[config.mk]
export PLATFORM = sky130hd
export DESIGN_NAME = pcm_pwm_dac
export DESIGN_NICKNAME = d
export VERILOG_FILES = /design/src/rtl/pcm_dac_pkg.sv /design/src/rtl/sample_fifo.sv /design/src/rtl/pcm_pwm_dac.sv
export SDC_FILE = /design/constraint.sdc
export NUM_CORES = 1
export LEC_CHECK = 0
export CORE_MARGIN = 1.5
export CORE_UTILIZATION = 49
export CTS_BUF_LIST = sky130_fd_sc_hd__clkbuf_4 sky130_fd_sc_hd__clkbuf_8
export CTS_CLUSTER_DIAMETER = 100
export DETAILED_ROUTE_END_ITERATION = 6
export PLACE_DENSITY = 0.76
export SYNTH_ARGS = -nofsm -noshare
export SYNTH_HDL_FRONTEND = slang
export SYNTH_SLANG_ARGS = --single-unit
[constraint.sdc]
create_clock -name clk -period 3.1 [get_ports clk]
set_input_delay 0.93 -clock clk [delete_from_list [all_inputs] [get_ports clk]]
set_output_delay 0.93 -clock clk [all_outputs]
set_load 0.005 [all_outputs]
[src/rtl/pcm_dac_pkg.sv]
// Shared types and constants for the PCM-to-PWM audio DAC.
// Holds the sample width, midscale value, FSM encoding and dither LFSR settings.
package pcm_dac_pkg;

  localparam int SAMPLE_W = 16;
  localparam logic [15:0] MIDSCALE = 16'h0000;
  localparam logic [15:0] LFSR_SEED = 16'hACE1;
  // Galois taps 16,14,13,11 for a right-shifting register.
  localparam logic [15:0] LFSR_TAPS = 16'hB400;

  typedef enum logic {
    PRIME = 1'b0,
    PLAY  = 1'b1
  } dac_state_e;

  function automatic logic [15:0] lfsr_next(input logic [15:0] s);
    return {1'b0, s[15:1]} ^ (s[0] ? LFSR_TAPS : 16'h0000);
  endfunction

endpackage

[src/rtl/sample_fifo.sv]
// Single-clock sample FIFO with registered read data.
// Occupancy is a separate counter; pointers wrap modulo depth.
module sample_fifo
  import pcm_dac_pkg::*;
#(
  parameter int AW = 4
) (
  input  logic                clk,
  input  logic                rst,
  input  logic                push,
  input  logic                pop,
  input  logic [SAMPLE_W-1:0] wr_data,
  output logic [SAMPLE_W-1:0] rd_data,
  output logic [AW:0]         level
);

  logic [SAMPLE_W-1:0] mem [2**AW];
  logic [AW-1:0]       wptr;
  logic [AW-1:0]       rptr;

  // Storage write port, no reset needed on the array.
  always_ff @(posedge clk) begin
    if (push) mem[wptr] <= wr_data;
  end

  // Pointers, registered read data and occupancy.
  always_ff @(posedge clk or posedge rst) begin
    if (rst) begin
      wptr    <= '0;
      rptr    <= '0;
      rd_data <= MIDSCALE;
      level   <= '0;
    end else begin
      if (push) wptr <= wptr + 1'b1;
      if (pop) begin
        rptr    <= rptr + 1'b1;
        rd_data <= mem[rptr];
      end
      unique case ({push, pop})
        2'b10:   level <= level + 1'b1;
        2'b01:   level <= level - 1'b1;
        default: level <= level;
      endcase
    end
  end

endmodule

[src/rtl/pcm_pwm_dac.sv]
// PCM sample buffer, fixed-rate playback FSM and PWM audio output.
// Optional dither: define PCM_DAC_DITHER_EN to add LFSR noise before truncation.
module pcm_pwm_dac
  import pcm_dac_pkg::*;
#(
  parameter int CLK_HZ    = 27000000,
  parameter int SAMPLE_HZ = 44100,
  parameter int FIFO_AW   = 4,
  parameter int PWM_BITS  = 8
) (
  input  logic                clk,
  input  logic                rst,
  input  logic [SAMPLE_W-1:0] sample_data,
  input  logic                sample_valid,
  input  logic                flags_clr,
  output logic                pwm_out,
  output logic [FIFO_AW:0]    fifo_level,
  output logic                underrun,
  output logic                overflow,
  output logic                playing
);

  localparam int SAMPLE_DIV = CLK_HZ / SAMPLE_HZ;
  localparam int DIV_W = $clog2(SAMPLE_DIV);
  localparam int DEPTH = 2**FIFO_AW;
  localparam logic [FIFO_AW:0] DEPTH_L = (FIFO_AW+1)'(DEPTH);
  localparam logic [FIFO_AW:0] HALF_L = (FIFO_AW+1)'(DEPTH/2);
  localparam logic [DIV_W-1:0] DIV_MAX = DIV_W'(SAMPLE_DIV-1);
  localparam logic [PWM_BITS-1:0] MID_DUTY =
    PWM_BITS'((MIDSCALE ^ 16'h8000) >> (16-PWM_BITS));

  logic [DIV_W-1:0]    div_cnt;
  logic                tick;
  dac_state_e          state;
  logic                mid_q;
  logic                fifo_empty;
  logic                fifo_full;
  logic                push;
  logic                pop;
  logic                drop;
  logic                starve;
  logic [SAMPLE_W-1:0] rd_data;
  logic [SAMPLE_W-1:0] cur_sample;
  logic [15:0]         u;
  logic [15:0]         ud;
  logic [PWM_BITS-1:0] duty;
  logic [PWM_BITS-1:0] duty_q;
  logic [PWM_BITS-1:0] pwm_cnt;

  assign tick       = (div_cnt == DIV_MAX);
  assign fifo_empty = (fifo_level == '0);
  assign fifo_full  = (fifo_level == DEPTH_L);
  assign pop        = tick && (state == PLAY) && !fifo_empty;
  assign starve     = tick && (state == PLAY) && fifo_empty;
  assign push       = sample_valid && (!fifo_full || pop);
  assign drop       = sample_valid && !push;

  sample_fifo #(
    .AW(FIFO_AW)
  ) u_fifo (
    .clk    (clk),
    .rst    (rst),
    .push   (push),
    .pop    (pop),
    .wr_data(sample_data),
    .rd_data(rd_data),
    .level  (fifo_level)
  );

  // Sample-rate divider, free-running in every state.
  always_ff @(posedge clk or posedge rst) begin
    if (rst) div_cnt <= '0;
    else if (tick) div_cnt <= '0;
    else div_cnt <= div_cnt + 1'b1;
  end

  // Playback FSM: prime until half full, then pop one sample per tick.
  always_ff @(posedge clk or posedge rst) begin
    if (rst) begin
      state   <= PRIME;
      playing <= 1'b0;
      mid_q   <= 1'b1;
    end else if (tick) begin
      unique case (state)
        PRIME: begin
          mid_q <= 1'b1;
          if (fifo_level >= HALF_L) begin
            state   <= PLAY;
            playing <= 1'b1;
          end
        end
        PLAY: begin
          if (fifo_empty) begin
            state   <= PRIME;
            playing <= 1'b0;
            mid_q   <= 1'b1;
          end else begin
            mid_q <= 1'b0;
          end
        end
      endcase
    end
  end

  // Sticky flags; a set event wins over a coincident clear.
  always_ff @(posedge clk or posedge rst) begin
    if (rst) begin
      underrun <= 1'b0;
      overflow <= 1'b0;
    end else begin
      if (starve) underrun <= 1'b1;
      else if (flags_clr) underrun <= 1'b0;
      if (drop) overflow <= 1'b1;
      else if (flags_clr) overflow <= 1'b0;
    end
  end

  assign cur_sample = mid_q ? MIDSCALE : rd_data;
  assign u = cur_sample ^ 16'h8000;

`ifdef PCM_DAC_DITHER_EN
  logic [15:0] lfsr;
  logic [16:0] dsum;

  // Dither source steps once per sample.
  always_ff @(posedge clk or posedge rst) begin
    if (rst) lfsr <= LFSR_SEED;
    else if (tick) lfsr <= lfsr_next(lfsr);
  end

  // Add low LFSR bits, saturating at full scale.
  always_comb begin
    dsum = {1'b0, u} + 17'(lfsr[15-PWM_BITS:0]);
    ud = dsum[16] ? 16'hFFFF : dsum[15:0];
  end
`else
  // Plain truncation path.
  always_comb begin
    ud = u;
  end
`endif

  assign duty = PWM_BITS'(ud >> (16-PWM_BITS));

  // PWM carrier; duty reloads only at period end to avoid glitches.
  always_ff @(posedge clk or posedge rst) begin
    if (rst) begin
      pwm_cnt <= '0;
      duty_q  <= MID_DUTY;
      pwm_out <= 1'b0;
    end else begin
      pwm_cnt <= pwm_cnt + 1'b1;
      if (&pwm_cnt) duty_q <= duty;
      pwm_out <= (pwm_cnt < duty_q);
    end
  end

endmodule

## Yosys cells after proc, flatten, opt, wreduce, memory -nomap -nowiden

Memories as Yosys holds them, arrays and structs flattened. A register that Yosys moved wholly into a read port is not among the register bits.
Cells that the tools add are included.

- Reductions and logical operators: 15
- Add/sub/neg operators: 6
- Bitwise logic cells: 2
- Equality and inequality tests: 6
- Multiplexer cells: 16
- Magnitude comparators: 2

Operator list:

| operator | number |
|---|---|
| $mux W16 | 1 |
| $add A10 B1 Y10 const B | 1 |
| $eq A10 B10 Y1 const B | 1 |
| $mux W1 | 10 |
| $mux W10 | 1 |
| $pmux W5 S2 | 1 |
| $add A4 B1 Y4 const B | 2 |
| $add A8 B1 Y8 const B | 1 |
| $lt A8 B8 Y1 | 1 |
| $reduce_and A8 Y1 | 1 |
| $pmux W1 S2 | 3 |
| $reduce_bool A2 Y1 | 3 |
| $add A5 B1 Y5 const B | 1 |
| $eq A5 B5 Y1 const B | 1 |
| $ge A5 B4 Y1 const B | 1 |
| $logic_and A1 B1 Y1 | 5 |
| $logic_not A5 Y1 | 1 |
| $sub A5 B1 Y5 const B | 1 |
| $logic_not A1 Y1 | 3 |
| $reduce_and A3 Y1 | 1 |
| $eq A2 B1 Y1 const B | 1 |
| $eq A2 B2 Y1 const B | 1 |
| $ne A2 B1 Y1 const B | 1 |
| $ne A2 B2 Y1 const B | 1 |
| other kinds (2) | 3 |

- Memories: 1
- Logic and storage cells: 60
- Bits in writable memories: 256
- Register bits after elaboration: 45
- Input port bits: 20
- Output and inout port bits: 9

Memories:

| name | words | bits a word | rd ports | clocked after memory_dff | wr ports | RTL line | RTL |
|---|---|---|---|---|---|---|---|
| u_fifo.mem | 16 | 16 | 1 | 1 | 1 | sample_fifo.sv:17 | `logic [SAMPLE_W-1:0] mem [2**AW];` |

## Depth between registers and ports, before layout

- Depth in word-level cells: 8
- Depth in mapped cells: 13

## Modules after synthesis

Synthesis repeated with hierarchy kept, for this count alone.

- Cell total of the unflattened synthesis: 695
- Area, all modules: 12739.7 µm²

By module, submodules not included:

| module | area each (µm²) | instances | cells an instance | sequential area each (µm²) |
|---|---|---|---|---|
| sample_fifo | 11136.9 | 1 | 548 | 8413.1 |
| pcm_pwm_dac | 1602.8 | 1 | 147 | 803.3 |

## Least setup slack after synthesis

Ideal clock, no wire load.

- Path type: reg2reg
- From: register div_cnt[0]
- To: register u_fifo.level[4]
- Stages on the path, launching flop included: 14
- Arrival: 2.579 ns
- Clock period less this slack: 2.704 ns
- Data required time: 2.975 ns
- Setup slack: 0.396 ns
- Setup time: 0.125 ns
- Path buffers: 2
- Cell sequence: dfrtp_1 > ha_1 > nor3b_1 > and3b_1 > buf_4 > nand3_4 > buf_6 > nor2_1 > ha_1 > a21o_1 > a21o_1 > nor4_1 > a31oi_1 > xnor2_1

- Longest elaborated chain between the ends: 7

Ends and longest elaborated chain:

| item | RTL line | RTL |
|---|---|---|
| from (decl) | pcm_pwm_dac.sv:32 | `logic [DIV_W-1:0] div_cnt;` |
| from (signal assigned) | pcm_pwm_dac.sv:74 | `else div_cnt <= div_cnt + 1'b1;` |
| $eq A10 B10 Y1 * | pcm_pwm_dac.sv:50 | `assign tick = (div_cnt == DIV_MAX);` |
| $logic_and A1 B1 Y1 * (2 in a row) | pcm_pwm_dac.sv:53 | `assign pop = tick && (state == PLAY) && !fifo_empty;` |
| $logic_or A1 B1 Y1 | pcm_pwm_dac.sv:55 | `assign push = sample_valid && (!fifo_full \|\| pop);` |
| $logic_and A1 B1 Y1 | pcm_pwm_dac.sv:55 |  |
| $eq A2 B1 Y1 / $eq A2 B2 Y1 (equally long branches) | sample_fifo.sv:39 | `unique case ({push, pop})` |
| $pmux W5 S2 / $reduce_bool A2 Y1 (equally long branches) | -- |  |
| to (signal assigned) | sample_fifo.sv:40 | `2'b10: level <= level + 1'b1;` |
| to (signal assigned) | sample_fifo.sv:41 | `2'b01: level <= level - 1'b1;` |
| to (signal assigned) | sample_fifo.sv:42 | `default: level <= level;` |
| to (decl) | sample_fifo.sv:14 | `output logic [AW:0] level` |

Every way passes the cells marked *; elsewhere a longest branch is shown, timed or not.
A chain may end at the register's enable or synchronous reset.

## Worst setup path after layout

Same ends and word-level chain as after synthesis.

==> metrics.yaml <==
outcome: "complete, no violations"
p_leak_nw: 3.05
worstSetupEndpointType: "flop"
numClockSinks: 181
drc: 0
rsz0062_at_grt: "no"
setup_violations: 0
first_pass_iters: 4
portBuffers: 20
skew_ns: 0.0165
setup-tns-final_ns: 0
fin_crit_sh: 0.916
r2r_setup_slack_ns: 0.26
vias: 3733
cap_violations: 0
synth_nets: 458
die_y_um: 127
grt_pass1_wl_um: 20500
final_cell_mix: "edfxtp_1 (128), dfrtp_1 (50), nor2_1 (22), mux4_1 (22), clkdlybuf4s50_1 (20)"
insertion_delay_ns: 0.47
start_util: 0.498
final_common_cell: "edfxtp_1"
ant_nets: 0
cts_made_buffers: 17
postCtsSetupRepairBufs: 0
critPathKind: "reg2reg"
grt_pass1_vias: 3804
hold_viol: 0
routedWlPerCell_um: 19.0
track_usage: 0.171
ys_ff_latch: 181
cts_buffer_depth: 2
clockRootBuffer: "clkbuf_8"
synth_edf_count: 128
dieArea_mm2: 0.0162
async_flop_share: 0.293
htree_num_levels: 4
min_period_ns: 2.84
synth.cell_area_mm2: 0.00755
routed_wl_um: 12600
critPathArrivalTime_ns: 3.18
fmax_mhz: 352
syn_avg_cell_area_um2: 18.0
tightestPinTransition_ns: 0.655
grt_overflow: 0
grt_max_degree: 36
yosysUniqueCellTypes: 47
ir_drop_mv: 0.394
ys.flop_type: "edfxtp_1"
syn_to_final_growth_pct: 12.0
nNetsFinal: 501
start_kind: "flop"
viasPerCell: 5.62
ios: 29
power_density_mw_per_mm2: 620
gp_congestion: 0.743
n_antenna_cell: 0
antenna_found_initial: 0
ys_seq_area_frac: 0.685
relSlewSlack: 0.552
coreArea_mm2: 0.0151
drtIter0Drc: 245
ctsResizeCount: 0
report.final.slew_viol_count: 0
crit_path_max_fanout: 4
row_count: 45
syn_inst: 420
cts_tree: "yes"
drive_gt1_frac: 0.195
required_ns: 3.44
path_clk_slew_ns: 0.09
synth-warning-count: 0
die_x_um: 127
fin_util: 0.558
hold_buffers: 0
hp-class: "reg2reg"
dpl.hpwl_um: 8450
-- state kept, by name, indices dropped and copies added (netlist names) --
name	cells
duty_q	8
div_cnt	10
underrun	1
state	1
playing	1
u_fifo.wptr	4
mid_q	1
overflow	1
pwm_out	1
u_fifo.rd_data	8
u_fifo.rptr	4
u_fifo.mem	128
pwm_cnt	8
u_fifo.level	5
-- logic make-up (layout without fill, tap and decap cells) --
group,after synthesis,after routing,synth area share
xor+xnor,23,23,0.0267
fa+ha+maj,18,18,0.0308
buf+inv,36,92,0.0269
compound gates,31,31,0.0259
simple gates,78,78,0.0526
flops,181,181,0.685
mux,53,53,0.152
-- per-layer routing --
metal  wire, um  GRT usage  vias to the layer above
met5          0          0                        -
met4        130     0.0541                        0
met3        463     0.0389                       13
met2       6490      0.286                       80
met1       5520      0.224                     1924
li1           -          -                     1716
-- Yosys cell counts, types with 2 or more instances --
library cell  number  share of area
nand3_1           19          0.013
o32ai_1            2         0.0023
inv_1             18         0.0090
buf_2              4         0.0027
nor3_1             5         0.0033
buf_4              3         0.0030
ha_1              17          0.028
nand4_1            2         0.0017
nor2_1            22          0.011
a21oi_1            3         0.0020
a21o_1             4         0.0040
mux2_4             4         0.0080
dfstp_2            2         0.0070
nand2b_1           2         0.0017
nand2_1           17         0.0085
xor2_1             8         0.0093
mux2_2             9          0.013
edfxtp_1         128           0.51
buf_6              4         0.0060
clkbuf_1           3         0.0015
o21a_1             3         0.0030
o21ai_0           13         0.0086
a31oi_1            2         0.0017
mux4_1            22          0.077
dfrtp_1           51           0.17
xnor2_1           15          0.017
mux4_2            18          0.054
-- power breakdown --
group	internal, mW	total [mW]	switching (mW)
clock network	0.754	1.65	0.899
registers	2.83	2.96	0.136
logic	0.305	0.626	0.321
total	3.88	5.24	1.36
-- worst paths after layout --
kind / start / endpoint / cells past startpoint
worst min register to register: u_fifo.rd_data[15] / duty_q[7] / 1
worst max-delay path: div_cnt[0] / u_fifo.level[4] / 11
min in group asynchronous: rst / div_cnt[8] / 2
max in group asynchronous: rst / duty_q[7] / 3
worst min-delay path: u_fifo.rd_data[15] / duty_q[7] / 1
worst max register to register: div_cnt[0] / u_fifo.level[4] / 11
-- critical path: stages, from the launching register on --
cell	delay, ns
dfrtp_1	0.40
ha_1	0.22
nor3b_1	0.32
and3b_1	0.29
nand3_4	0.09
nor2_1	0.31
ha_1	0.34
a21o_1	0.17
a21o_1	0.19
nor4_1	0.17
a31oi_1	0.08
xnor2_1	0.15
-- cell type report --
| class | instances | area, um^2 |
|---|---|---|
| clock inverters | 15 | 186 |
| clock buffers | 17 | 234 |
| repair buffers | 41 | 383 |
| fillers | 1132 | 6690 |
| flip-flops and latches | 181 | 5170 |
| inverters | 19 | 71.3 |
| multi-input cells | 203 | 2170 |
| well taps | 188 | 235 |
-- through the flow --
step	worst slack [ns]	std cells	area, um^2	hold WS, ns	power (mW)
2_1_floorplan	0.396	420	7550	0.396	3.36
3_3_place_gp	0.153	632	8030	0.414	3.60
3_5_place_dp	0.124	632	8030	0.438	3.65
4_1_cts	0.237	664	8450	0.446	5.28
5_1_grt	0.00391	664	8450	0.460	5.45
6_report	0.259	664	8450	0.440	5.24
Note: power is estimated with default switching activity, not from simulation.
